File: src/rtl/ifns_pkg.sv
// Shared types and elaboration-time weight helpers for the iterative IFNS decoder.
// Weight rule: digit i weighs F(i), except the top digit which weighs F(n+1).
package ifns_pkg;

  typedef enum logic [1:0] {IDLE, ACCUM, HOLD} state_e;

  function automatic longint unsigned fib(input int n);
    longint unsigned a, b, t;
    a = 0;
    b = 1;
    for (int k = 1; k < n; k++) begin
      t = a + b;
      a = b;
      b = t;
    end
    return b;
  endfunction

  function automatic longint unsigned ifns_weight(input int n, input int i);
    return (i == n) ? fib(n + 1) : fib(i);
  endfunction

  // Smallest width holding the maximum sum 2*F(n+1)-1.
  function automatic int ifns_acc_width(input int n);
    longint unsigned lim;
    int w;
    lim = 2 * fib(n + 1);
    w = 0;
    for (int k = 0; k < 63; k++)
      if ((64'd1 << k) < lim) w = k + 1;
    return w;
  endfunction

endpackage

File: src/rtl/ifns_chunk_sum.sv
// Weighted sum of one DPC-digit chunk starting at 0-based digit BASE.
// Digits past N_BITS (padding in the last chunk) carry weight zero.
module ifns_chunk_sum
  import ifns_pkg::*;
#(
  parameter int N_BITS = 33,
  parameter int BASE   = 0,
  parameter int DPC    = 4,
  parameter int AW     = 24
) (
  input  logic [DPC-1:0] dig,
  output logic [AW-1:0]  sum
);

  logic [DPC-1:0][AW-1:0] term;

  for (genvar j = 0; j < DPC; j++) begin : g_term
    localparam logic [AW-1:0] W = (BASE + j < N_BITS) ? AW'(ifns_weight(N_BITS, BASE + j + 1)) : '0;
    assign term[j] = dig[j] ? W : '0;
  end

  always_comb begin
    sum = '0;
    for (int j = 0; j < DPC; j++) sum = sum + term[j];
  end

endmodule

File: src/rtl/ifns_iter_decoder.sv
// Sequential IFNS (Fibonacci-weighted) decoder: accumulates DPC digits per cycle
// and returns the value mod 2^V_WIDTH plus an overflow flag over valid/ready.
module ifns_iter_decoder
  import ifns_pkg::*;
#(
  parameter int N_BITS  = 33,
  parameter int V_WIDTH = 23,
  parameter int DPC     = 4
) (
  input  logic               clk,
  input  logic               rst,
  input  logic               in_valid,
  output logic               in_ready,
  input  logic [N_BITS-1:0]  in_code,
  output logic               out_valid,
  input  logic               out_ready,
  output logic [V_WIDTH-1:0] out_value,
  output logic               out_ovf
);

  localparam int AW  = ifns_acc_width(N_BITS);
  localparam int NCH = (N_BITS + DPC - 1) / DPC;
  localparam int CW  = (NCH > 1) ? $clog2(NCH) : 1;
  localparam int PW  = NCH * DPC;

  state_e               state_q, state_d;
  logic [PW-1:0]        code_q, code_d;
  logic [AW-1:0]        acc_q, acc_d, acc_nxt, chunk_sum;
  logic [CW-1:0]        chunk_q, chunk_d;
  logic [V_WIDTH-1:0]   val_q, val_d;
  logic                 ovf_q, ovf_d;
  logic                 capture;
  logic [NCH-1:0][AW-1:0] part;

  // One constant-weight adder tree per chunk; the active one is picked by chunk_q.
  for (genvar c = 0; c < NCH; c++) begin : g_chunk
    ifns_chunk_sum #(.N_BITS(N_BITS), .BASE(c * DPC), .DPC(DPC), .AW(AW)) u_chunk (
      .dig (code_q[c*DPC +: DPC]),
      .sum (part[c])
    );
  end

  assign in_ready  = (state_q == IDLE) || (state_q == HOLD && out_ready);
  assign out_valid = (state_q == HOLD);
  assign out_value = val_q;
  assign out_ovf   = ovf_q;

  always_comb begin
    chunk_sum = '0;
    for (int c = 0; c < NCH; c++)
      if (chunk_q == CW'(c)) chunk_sum = part[c];
  end

  always_comb begin
    state_d = state_q;
    code_d  = code_q;
    acc_d   = acc_q;
    chunk_d = chunk_q;
    val_d   = val_q;
    ovf_d   = ovf_q;
    acc_nxt = acc_q + chunk_sum;
    capture = in_valid && in_ready;
    case (state_q)
      ACCUM: begin
        acc_d   = acc_nxt;
        chunk_d = chunk_q + 1'b1;
        if (chunk_q == CW'(NCH - 1)) begin
          state_d = HOLD;
          val_d   = V_WIDTH'(acc_nxt);
          ovf_d   = (acc_nxt >> V_WIDTH) != '0;
        end
      end
      HOLD:    if (out_ready) state_d = IDLE;
      default: state_d = state_q;
    endcase
    // A capture in HOLD overrides the return to IDLE.
    if (capture) begin
      code_d  = PW'(in_code);
      acc_d   = '0;
      chunk_d = '0;
      state_d = ACCUM;
    end
  end

  always_ff @(posedge clk) begin
    if (rst) begin
      state_q <= IDLE;
      code_q  <= '0;
      acc_q   <= '0;
      chunk_q <= '0;
      val_q   <= '0;
      ovf_q   <= 1'b0;
    end else begin
      state_q <= state_d;
      code_q  <= code_d;
      acc_q   <= acc_d;
      chunk_q <= chunk_d;
      val_q   <= val_d;
      ovf_q   <= ovf_d;
    end
  end

endmodule

File: config.mk
export PLATFORM = sky130hd
export DESIGN_NAME = ifns_iter_decoder
export DESIGN_NICKNAME = d
export VERILOG_FILES = /design/src/rtl/ifns_pkg.sv /design/src/rtl/ifns_chunk_sum.sv /design/src/rtl/ifns_iter_decoder.sv
export SDC_FILE = /design/constraint.sdc
export NUM_CORES = 1
export LEC_CHECK = 0
export ABC_AREA = 1
export BUFFER_PORTS_ARGS = -buffer_cell sky130_fd_sc_hd__buf_2
export CORE_UTILIZATION = 60
export DETAILED_ROUTE_END_ITERATION = 8
export GPL_ROUTABILITY_DRIVEN = 0
export HOLD_SLACK_MARGIN = 0.1
export PLACE_DENSITY = 0.8
export REMOVE_ABC_BUFFERS = 1
export SLEW_MARGIN = 5
export SYNTH_ARGS = -nofsm -noshare
export SYNTH_HDL_FRONTEND = slang
export SYNTH_SLANG_ARGS = --single-unit
File: constraint.sdc
create_clock -name clk -period 4.3 [get_ports clk]
set_input_delay 0.215 -clock clk [delete_from_list [all_inputs] [get_ports clk]]
set_output_delay 0.215 -clock clk [all_outputs]
set_load 0.01 [all_outputs]
==> results.txt <==
Global routing used 52.5% of the available met2 tracks. TritonCTS built the clock tree. The largest stage delay on the critical path is 0.58 ns, and the worst setup slack for register-to-register paths is 0.17 ns. In this run the static leakage power is 5.71 nW. The layout cell share with drive strength beyond 1 is 13.6%. The clock passes through at most 2 buffers. Power spread over the standard cell area amounts to 361 nW/um^2.

The final-report max-slew violation count was 0; the number of buffers created by CTS was 9. The average wire per standard cell is 15.0 um, and the area of the die is 16500 sq um. The dominant cell type by count on the critical path was nand2_1.

The die boundary height came out at 128 um. The final-report hold violation count was 0. The number of clock sinks is 87.

In this run the worst hold path is classified as in2reg. For this run, asynchronously set or reset flops after synthesis account for 0%. The worst setup path is captured at a register. For the pin with the worst max-slew slack, the measured transition is 0.948 ns. The most used flip-flop cell after synthesis is dfxtp_1. After floorplanning, the core was divided into 45 placement rows.

The met3 layer usage reported by global route is 4.53%. For the starting DRC count in detailed routing, the log shows 843. In this run, synthesis produced a sequential element count of 87. The flow ran to the end, and the final reports show no timing, DRC or antenna violations. Sorting the synthesized cells by area gives the leading types as dfxtp_1 18%, ha_1 15%, nand2_1 14%. The slowest cell on the critical path is fa_1. The share of Yosys cell area claimed by the top area cell type was 18.2%. Clock latency on the worst-skew pair, taken at its later pin, is 0.36 ns. The die is 128 um wide. The count of input and output buffers is 62, and the Yosys warning count is 0. The startpoint type of the worst setup path was a register. The instance count along the most critical hold path came out at 3.

Clock-pin slew was measured on the worst setup and hold paths at 0.07 ns. The worst path arrival time was 4.39 ns; the average instance area after synthesis was 6.37 sq um. Yosys mapped a number of flops with a built-in enable equal to 0. Number of remaining DRC errors: 0. The logs give 15400 sq um for the placeable core area and 63 for the boundary pin count. Global routing used 32.7% of the available tracks. The cell count after synthesis was 1505.

The post-synthesis instance area came out at 9590 sq um. The largest fanout on the critical path came out at 5. For the fraction of met1 tracks used by global routing, the log shows 44.9%. Dividing the final minimum period by the clock period gives 96.1%. The run gives 0.358 mV as the maximum resistive drop on vdd. The repair_antennas step left the layout with diodes totalling 0. Measured in cells, the most critical reg-to-reg path has a length of 27. The tools report the worst slew margin relative to its limit as 36.6%. At the end of the flow, the number of nets in the layout was 1768. In this run the number of cells on the critical path is 27. The number of filler instances in the final layout was 1325.

Power comes to 3.97 mW. The library cells used most frequently in the layout, excluding fill and tap cells, are 337 x nand2_1, 209 x inv_1, 165 x nor2_1. Once detailed placement completed, the half-perimeter wirelength came to 19900 um. Buffering stage count on the worst path with inverters included: 4.

The worst setup path is of the reg2reg kind. The effective utilization at floorplan is 62.4%, and the highest clock rate is 0.242 GHz. For this block, the routed nets add up to 27000 um of wire. Of the synthesized area, sequential elements account for 18.2%. met2 is the most crowded layer. The final setup violation count was 0. The logs give 3 for the H-tree level count and 0 for the residual antenna-violating net count after detailed routing. For this run, the detailed router's first-pass iteration total came to 6. The most frequent standard cell in the layout excluding fill and tap cells was nand2_1.

The tools report the number of antenna violations at the first check in global routing as 0. Entering global routing, the biggest net connects 51 pins. The via count of the first global-routing pass was 9303; the via count was 10300. At the worst endpoint, the required time is 4.56 ns. The synthesized design spends more area on one cell type than any other, namely dfxtp_1. The number of vias per cell was 5.70. The wire length of the first global-routing pass was 43500 um.

Between clock sinks in the finished design, the worst skew comes to 0.0119 ns. The tools report the residual overflow from global routing as 0. The root buffer cell was clkbuf_16.

The shortest clock period the worst path allows after layout works out to 4.13 ns. From synthesis to final layout, the design area changed by 14.7%. The logs give 0 for the number of maximum-capacitance constraint violations and 0.112 ns for the worst hold-check slack. The number of distinct standard cells referenced by the synthesized netlist was 46. The cell family contributing the most delay on the critical path is adder cells.
## state kept, by name (all words and copies together) (netlist names)
| name | cells |
|---|---|
| code_q | 33 |
| acc_q | 24 |
| out_value | 23 |
| chunk_q | 4 |
| state_q | 2 |
| out_ovf | 1 |
## power by group
part	internal, mW	total [mW]	switching [mW]
Sequential	0.909	1.01	0.101
Clock	0.488	0.867	0.378
Combinational	0.783	2.10	1.31
## stage by stage
| stage | std cells | TNS, ns | setup WS (ns) | instance area (sq um) | util [%] |
|---|---|---|---|---|---|
| after floorplan | 1465 | 0 | 0.302 | 9380 | - |
| after global placement | 1784 | 0 | 0.0860 | 10300 | 67.0 |
| after detailed placement | 1784 | 0 | 0.0245 | 10300 | 67.0 |
| after CTS | 1801 | 0 | 0.0118 | 10600 | 69.2 |
| after global routing | 1803 | -0.418 | -0.0599 | 11000 | 71.6 |
| final | 1803 | 0 | 0.167 | 11000 | 71.6 |
## layer usage
layer / wire, um / vias up
met5: 0 / -
met4: 793 / 0
met3: 1980 / 77
met2: 12200 / 448
met1: 12000 / 4687
li1: - / 5064
## cells by family (layout without fill, tap and decap cells)
logic type      count (synthesis)  count (layout)  share of synthesized area (%)
simple gates                  691             691                           30.6
compound gates                302             302                           17.5
fa+ha+maj                     144             144                           21.1
xor+xnor                       20              20                           1.83
mux                             1               1                          0.104
flops                          87              87                           18.2
buf+inv                       260             347                           10.7
## worst reg2reg max path, cell delays in order, from the launching register on
cell and delay (ns):
dfxtp_2 0.33, fa_1 0.58, inv_2 0.05, fa_1 0.52, inv_2 0.06, ha_4 0.30, nand2_4 0.06, nor2_4 0.12
nand2_2 0.07, nand3b_1 0.09, nand3_1 0.08, nand3_1 0.08, nand2_1 0.06, nand2_1 0.07, nand2_1 0.07, a21oi_2 0.23
ha_4 0.25, a21oi_2 0.19, o21ai_1 0.08, a21oi_1 0.11, o21ai_1 0.08, buf_4 0.16, nand2_4 0.06, nand2_1 0.07
nand2_2 0.08, nand3_1 0.06, nand2_1 0.10, inv_1 0.03
## worst paths after layout
kind | from | end
setup / recovery | code_q[13]$_SDFFE_PP0P_ | out_value[22]$_SDFFE_PP0P_
hold / removal | in_code[0] | code_q[0]$_SDFFE_PP0P_
setup reg to reg | code_q[13]$_SDFFE_PP0P_ | out_value[22]$_SDFFE_PP0P_
hold reg to reg | out_value[1]$_SDFFE_PP0P_ | out_value[1]$_SDFFE_PP0P_
## synth_stat cells, types with 3 or more instances
cell type / instances
a21o_1: 8
a21oi_1: 122
a31oi_1: 6
buf_1: 3
buf_2: 16
buf_4: 3
buf_6: 3
clkbuf_1: 15
dfxtp_1: 87
fa_1: 29
ha_1: 115
inv_1: 212
inv_2: 6
nand2_1: 352
nand3_1: 113
nand3b_1: 10
nand4_1: 20
nor2_1: 169
nor2_4: 5
nor3_1: 9
o211ai_1: 7
o21a_1: 18
o21ai_0: 110
o21ai_1: 3
o21bai_1: 18
or2_2: 5
xnor2_1: 11
xor2_1: 9
## timing repair
action	CTS	global route
resized for setup	0	91
endpoints found under the setup margin	0	32
hold endpoints to repair	1	0
hold buffers	1	0
setup buffers	0	3
## area by class of cell
cell class	count	area, sq um	share of cell area, %
Clock buffer	11	253	2.30
Timing Repair Buffer	111	684	6.22
Sequential cell	87	1750	15.9
Inverter	220	826	7.51
Tap cell	211	264	2.40
Multi-Input combinational cell	1158	7160	65.1
Clock inverter	5	62.6	0.569
Power figures use the tool's default switching activity.
